**src/rtl/booth_if.sv**
```systemverilog
// Operand/result bundle for booth_serial_multiplier.
// The master drives the start strobe and operands; the slave returns busy, valid and the product.
interface booth_if #(
  parameter int WIDTH = 9
);
  logic                 en;
  logic                 signed_mode;
  logic [WIDTH-1:0]     A;
  logic [WIDTH-1:0]     B;
  logic                 busy;
  logic                 valid;
  logic [2*WIDTH-1:0]   S;

  modport master (output en, signed_mode, A, B, input busy, valid, S);
  modport slave  (input en, signed_mode, A, B, output busy, valid, S);
endinterface

```
**src/rtl/booth_serial_multiplier.sv**
```systemverilog
// Iterative signed/unsigned Booth multiplier, one recoding step per cycle.
// Define BOOTH_RADIX4_EN for the radix-4 datapath; the default build is radix-2.
module booth_serial_multiplier #(
  parameter int WIDTH = 9
) (
  input  logic    clk,
  input  logic    rst_n,
  booth_if.slave  bus
);
  // One guard bit lets one signed core cover both signed and unsigned operands.
  localparam int N = WIDTH + 1;
`ifdef BOOTH_RADIX4_EN
  localparam int ITER  = (N + 1) / 2;
  localparam int MUL_W = 2 * ITER;
  localparam int ACC_W = N + 2;
`else
  localparam int ITER  = N;
  localparam int MUL_W = N;
  localparam int ACC_W = N + 1;
`endif
  localparam int CNT_W = $clog2(ITER + 1);
  localparam int PW    = 2 * WIDTH;

  typedef enum logic [1:0] {IDLE, CALC, DONE} state_t;

  state_t                   state, state_nxt;
  logic                     accept;
  logic signed [ACC_W-1:0]  mcand;
  logic signed [ACC_W-1:0]  acc, acc_nxt;
  logic signed [ACC_W-1:0]  pp, sum;
  logic [MUL_W-1:0]         mul, mul_nxt;
  logic                     q, q_nxt;
  logic [CNT_W-1:0]         cnt;
  logic                     valid_q;
  logic [PW-1:0]            s_q;
  logic [N-1:0]             a_ext, b_ext;

  assign a_ext = {bus.signed_mode & bus.A[WIDTH-1], bus.A};
  assign b_ext = {bus.signed_mode & bus.B[WIDTH-1], bus.B};

  // NOTE: state registers use non-blocking assignments so every flop samples pre-edge values.
  always_ff @(posedge clk) begin
    if (!rst_n) state <= IDLE;
    else        state <= state_nxt;
  end

  // NOTE: every output of a combinational block gets a default first, so no path infers a latch.
  always_comb begin
    state_nxt = state;
    accept    = 1'b0;
    unique case (state)
      IDLE: if (bus.en) begin
        accept    = 1'b1;
        state_nxt = CALC;
      end
      CALC: if (cnt == CNT_W'(1)) state_nxt = DONE;
      DONE: begin
        if (bus.en) begin
          accept    = 1'b1;
          state_nxt = CALC;
        end else begin
          state_nxt = IDLE;
        end
      end
      default: state_nxt = IDLE;
    endcase
  end

  // Booth recoding of the low multiplier bits plus the bit shifted out last step.
  always_comb begin
    pp = '0;
`ifdef BOOTH_RADIX4_EN
    case ({mul[1:0], q})
      3'b001, 3'b010: pp = mcand;
      3'b011:         pp = mcand <<< 1;
      3'b100:         pp = -(mcand <<< 1);
      3'b101, 3'b110: pp = -mcand;
      default:        pp = '0;
    endcase
    sum = acc + pp;
    {acc_nxt, mul_nxt, q_nxt} = {{2{sum[ACC_W-1]}}, sum, mul[MUL_W-1:1]};
`else
    case ({mul[0], q})
      2'b01:   pp = mcand;
      2'b10:   pp = -mcand;
      default: pp = '0;
    endcase
    sum = acc + pp;
    {acc_nxt, mul_nxt, q_nxt} = {sum[ACC_W-1], sum, mul};
`endif
  end

  always_ff @(posedge clk) begin
    if (!rst_n) begin
      mcand   <= '0;
      acc     <= '0;
      mul     <= '0;
      q       <= 1'b0;
      cnt     <= '0;
      valid_q <= 1'b0;
      s_q     <= '0;
    end else begin
      valid_q <= (state == DONE);
      // The shifted {acc,mul} pair holds the full product; only the low 2*WIDTH bits are meaningful.
      if (state == DONE) s_q <= PW'({acc, mul});
      if (accept) begin
        mcand <= ACC_W'($signed(a_ext));
        acc   <= '0;
        mul   <= MUL_W'($signed(b_ext));
        q     <= 1'b0;
        cnt   <= CNT_W'(ITER);
      end else if (state == CALC) begin
        acc <= acc_nxt;
        mul <= mul_nxt;
        q   <= q_nxt;
        cnt <= cnt - CNT_W'(1);
      end
    end
  end

  assign bus.busy  = (state == CALC);
  assign bus.valid = valid_q;
  assign bus.S     = s_q;

endmodule
```
**src/flat_wrapper.sv**
```systemverilog
// flat-port wrapper written by rule: the top's interface ports become plain ports
module booth_serial_multiplier_flat 
#(
  parameter int WIDTH = 9
)
  (clk, rst_n, bus_en, bus_signed_mode, bus_A, bus_B, bus_busy, bus_valid, bus_S);
  booth_if #(.WIDTH(WIDTH)) bus_i ();
  input  logic clk;
  input  logic rst_n;
  input wire logic [$bits(bus_i.en)-1:0] bus_en;
  input wire logic [$bits(bus_i.signed_mode)-1:0] bus_signed_mode;
  input wire logic [$bits(bus_i.A)-1:0] bus_A;
  input wire logic [$bits(bus_i.B)-1:0] bus_B;
  output wire logic [$bits(bus_i.busy)-1:0] bus_busy;
  output wire logic [$bits(bus_i.valid)-1:0] bus_valid;
  output wire logic [$bits(bus_i.S)-1:0] bus_S;
  assign bus_i.en = bus_en;
  assign bus_i.signed_mode = bus_signed_mode;
  assign bus_i.A = bus_A;
  assign bus_i.B = bus_B;
  assign bus_busy = bus_i.busy;
  assign bus_valid = bus_i.valid;
  assign bus_S = bus_i.S;
  booth_serial_multiplier #(.WIDTH(WIDTH)) u_core (.clk(clk), .rst_n(rst_n), .bus(bus_i));
endmodule
```
**config.mk**
```make
export PLATFORM = sky130hd
export DESIGN_NAME = booth_serial_multiplier_flat
export DESIGN_NICKNAME = d
export VERILOG_FILES = /design/src/rtl/booth_if.sv /design/src/rtl/booth_serial_multiplier.sv /design/src/flat_wrapper.sv
export SDC_FILE = /design/constraint.sdc
export NUM_CORES = 1
export LEC_CHECK = 0
export CAP_MARGIN = 20
export CORE_MARGIN = 4
export CORE_UTILIZATION = 39
export CTS_CLUSTER_DIAMETER = 40
export DETAILED_ROUTE_END_ITERATION = 10
export PLACE_DENSITY = 0.61
export SLEW_MARGIN = 0
export SYNTH_ARGS = -nofsm -noshare
export SYNTH_HDL_FRONTEND = slang
export SYNTH_SLANG_ARGS = --single-unit
```
**constraint.sdc**
```tcl
create_clock -name clk -period 2.55 [get_ports clk]
set_input_delay 0.51 -clock clk [delete_from_list [all_inputs] [get_ports clk]]
set_output_delay 0.51 -clock clk [all_outputs]
set_load 0.02 [all_outputs]
```
==> metrics <==
outcome=complete, but fails checks; violated checks=setup timing; worst slew margin relative to its limit=0.519; number of stages on the worst hold path=2; peak supply drop=0.000265 V; share of synthesized area occupied by flip-flops and latches=0.388; Fill cells=695; clock tree from TritonCTS=done; half-perimeter wire length after placement=5500 um; r2r worst-path depth=11; Starting DRT DRC Count=96; Via-to-Cell Ratio=5.25; count of max-cap constraint violations=0; number of remaining DRC errors=0; final worst-path setup slack=-0.0885 ns; Final Power=1.91 mW; Worst-path clk slew=0.11 ns; Leak Pwr=1.52 nW; Max Clk Rate=379 MHz; post-synthesis async set-or-reset flop share=0; I/O Pins=42; crit path DAT=2.88 ns; ratio of cells with drive above 1 in the final layout=0.222; via count of the first global-routing pass=2,695; die width=94.1 um; Power Density=477 nW/um^2; setup skew after layout=0.00777 ns; Fin Setup TNS=-0.184 ns; worst stage delay on the critical path=0.57 ns; CORE AREA=7210 sq um; highest-delay cell along the critical path=sky130_fd_sc_hd__or4_4; clock latency at the later pin of the worst-skew pair=0.32 ns; count of flip-flops with a built-in enable after synthesis=0; leading cell type in the layout, fill and taps excluded=sky130_fd_sc_hd__nand2_1; Final Non-Filler Cells=549; global-route wire length before repair=12,600 um; final global-route overflow total=0; final hold slack=0.460 ns; kind of cell with the highest combined delay on the critical path=simple AND/OR/NAND/NOR gates; Die Y-Extent=94.1 um; Critical Setup Path Class=reg -> reg; number of instances in the synthesized netlist=376; maximum net fanout on the critical path=6; Sequential Area=1120 sq um; number of buffers between clock root and the deepest sink=2; period utilisation layout=1.03; area of combinational cells with multiple inputs=1840 sq um; count of vias placed by the detailed router=2,881; dpl cells=534; number of antenna repair diodes=0; final count of negative-setup-slack endpoints=3; CTS root buffer=sky130_fd_sc_hd__clkbuf_8; share of the core filled with cells in the final layout=0.556; first-pass iteration count of the detailed router=4; wire length reported by the detailed router=7620 um; number of hold violations in the final report=0; pin count of the biggest net entering global routing=26; average detailed-routed wire length per instance=13.9 um; number of logic stages on the critical path including buffering=11; final-stage net count=487; flops & latches, synth=56; placed cell areas=3650 sq um; Initial Util=0.401; post-synthesis to final-layout area growth=38.8%; # clock sinks=56; flip-flop cell with the highest count after synthesis=sky130_fd_sc_hd__dfxtp_1; Critical Path RT=2.79 ns; number of buffers inserted by hold repair at cts=0; number of antenna violations at the first check in global routing=0; cell area after technology mapping=2890 sq um; capturing element type of the critical path=flop; count of unique library cells instantiated by Yosys=48; shortest period the worst path allows=2.64 ns; number of I/O port buffers=41; depth of the CTS H-tree=2; commonest cells after routing, fill and taps aside=94 x sky130_fd_sc_hd__nand2_1, 54 x sky130_fd_sc_hd__dfxtp_1, 44 x sky130_fd_sc_hd__buf_4; Hold WC Path Type=reg -> reg; buffers and inverters on the worst path=1; number of max-slew violations in the final report=0; final weighted congestion of routability-driven global placement=0.867; series of cell instances along the critical path=or4_4 > buf_4 > o31ai_2 > a21oi_1 > nor2_2 > ha_4 > nand4_1 > nand3_2 > o211a_1 > o21a_1 > o32ai_2; overall routing resource usage=0.177; die area=8850 sq um; Worst Max-Slew Pin Slew=0.721 ns; remaining antenna violation count after routing=0; sort of element at the start of the critical path=flop; yosys synthesis warning count=0; number of CTS-inserted buffers=5; Place WS=-0.185 ns; RSZ-0062 raised after global routing=yes; net count of the mapped netlist=414; std cell rows=31; Mapped Avg Cell Area=7.69 sq um; Post-Layout Inst Area=4010 sq um
## final cells by class
cell class	count	share of cell area
multi-input combinational	288	0.459
sequential	56	0.280
timing repair buffer	87	0.190
tap	99	0.0309
clock buffer	5	0.0172
clock inverter	3	0.0115
inverter	11	0.0106
## cells in the mapped netlist (3+ instances only)
library cell | n | area, sq um
sky130_fd_sc_hd__xnor2_1 | 3 | 26.3
sky130_fd_sc_hd__a211oi_1 | 5 | 37.5
sky130_fd_sc_hd__a22oi_1 | 4 | 30.0
sky130_fd_sc_hd__clkinv_1 | 3 | 11.3
sky130_fd_sc_hd__a21oi_1 | 49 | 245
sky130_fd_sc_hd__nand2b_1 | 3 | 18.8
sky130_fd_sc_hd__o21bai_1 | 3 | 22.5
sky130_fd_sc_hd__dfxtp_1 | 56 | 1120
sky130_fd_sc_hd__nor4_1 | 3 | 18.8
sky130_fd_sc_hd__or3_1 | 4 | 25.0
sky130_fd_sc_hd__nand2_1 | 94 | 353
sky130_fd_sc_hd__o21a_1 | 3 | 22.5
sky130_fd_sc_hd__ha_1 | 15 | 188
sky130_fd_sc_hd__o21ai_0 | 10 | 50.1
sky130_fd_sc_hd__a21o_1 | 5 | 37.5
sky130_fd_sc_hd__clkbuf_1 | 18 | 67.6
sky130_fd_sc_hd__nand3_1 | 12 | 60.1
sky130_fd_sc_hd__inv_1 | 8 | 30.0
sky130_fd_sc_hd__nor2_1 | 27 | 101
sky130_fd_sc_hd__nor3_1 | 9 | 45.0
sky130_fd_sc_hd__a311oi_1 | 8 | 70.1
## logic make-up (layout without fill, tap and decap cells)
logic type / Yosys count / after routing / synth area share
AOI/OAI and AO/OA: 98 / 98 / 0.216
and+or+nand+nor: 168 / 168 / 0.261
xor gates and xnor gates: 4 / 4 / 0.0121
buffers and inverters: 32 / 106 / 0.0442
adders and majority gates: 16 / 16 / 0.0719
DFF: 56 / 56 / 0.388
muxes: 2 / 2 / 0.00693
## metal layers
layer,up-vias,track usage,share of wire
met1,1371,0.227,0.46
met2,47,0.305,0.49
met5,-,0,0
met3,8,0.0369,0.037
met4,0,0.0409,0.013
li1,1455,-,-
## flip-flops by register name, indices dropped and copies added, names as in the netlist
| name | cells |
|---|---|
| u_core.q | 1 |
| u_core.acc | 10 |
| u_core.bus.S | 18 |
| u_core.state | 2 |
| u_core.cnt | 4 |
| u_core.mcand | 10 |
| u_core.mul | 10 |
| u_core.bus.valid | 1 |
## path summary, 6_finish.rpt
path                   startpoint              end  slack, ns
setup / recovery  u_core.mcand[1]    u_core.acc[8]      -0.09
setup reg to reg  u_core.mcand[1]    u_core.acc[8]      -0.09
hold / removal    u_core.bus.S[5]  u_core.bus.S[5]       0.46
hold reg to reg   u_core.bus.S[5]  u_core.bus.S[5]       0.46
## power by group
part           total (mW)  internal, mW  switching (mW)
Clock               0.611         0.298           0.312
Sequential          0.940         0.909          0.0314
Combinational       0.362         0.170           0.191
Total                1.91          1.38           0.535
## worst reg2reg max path: cells and delay by family (launching register included)
kind,cells,cell delay [ns]
buffers and inverters,1,0.17
and+or+nand+nor,4,0.95
AOI/OAI and AO/OA,5,0.87
DFF,1,0.35
adders and majority gates,1,0.25
## what timing repair did
item                       in CTS  in global routing
setup endpoints to repair       6                  7
pin swaps                      11                 15
resized for setup              15                 34
gates cloned                    0                  0
buffers inserted                1                  6
(Power assumes the default switching activity.)
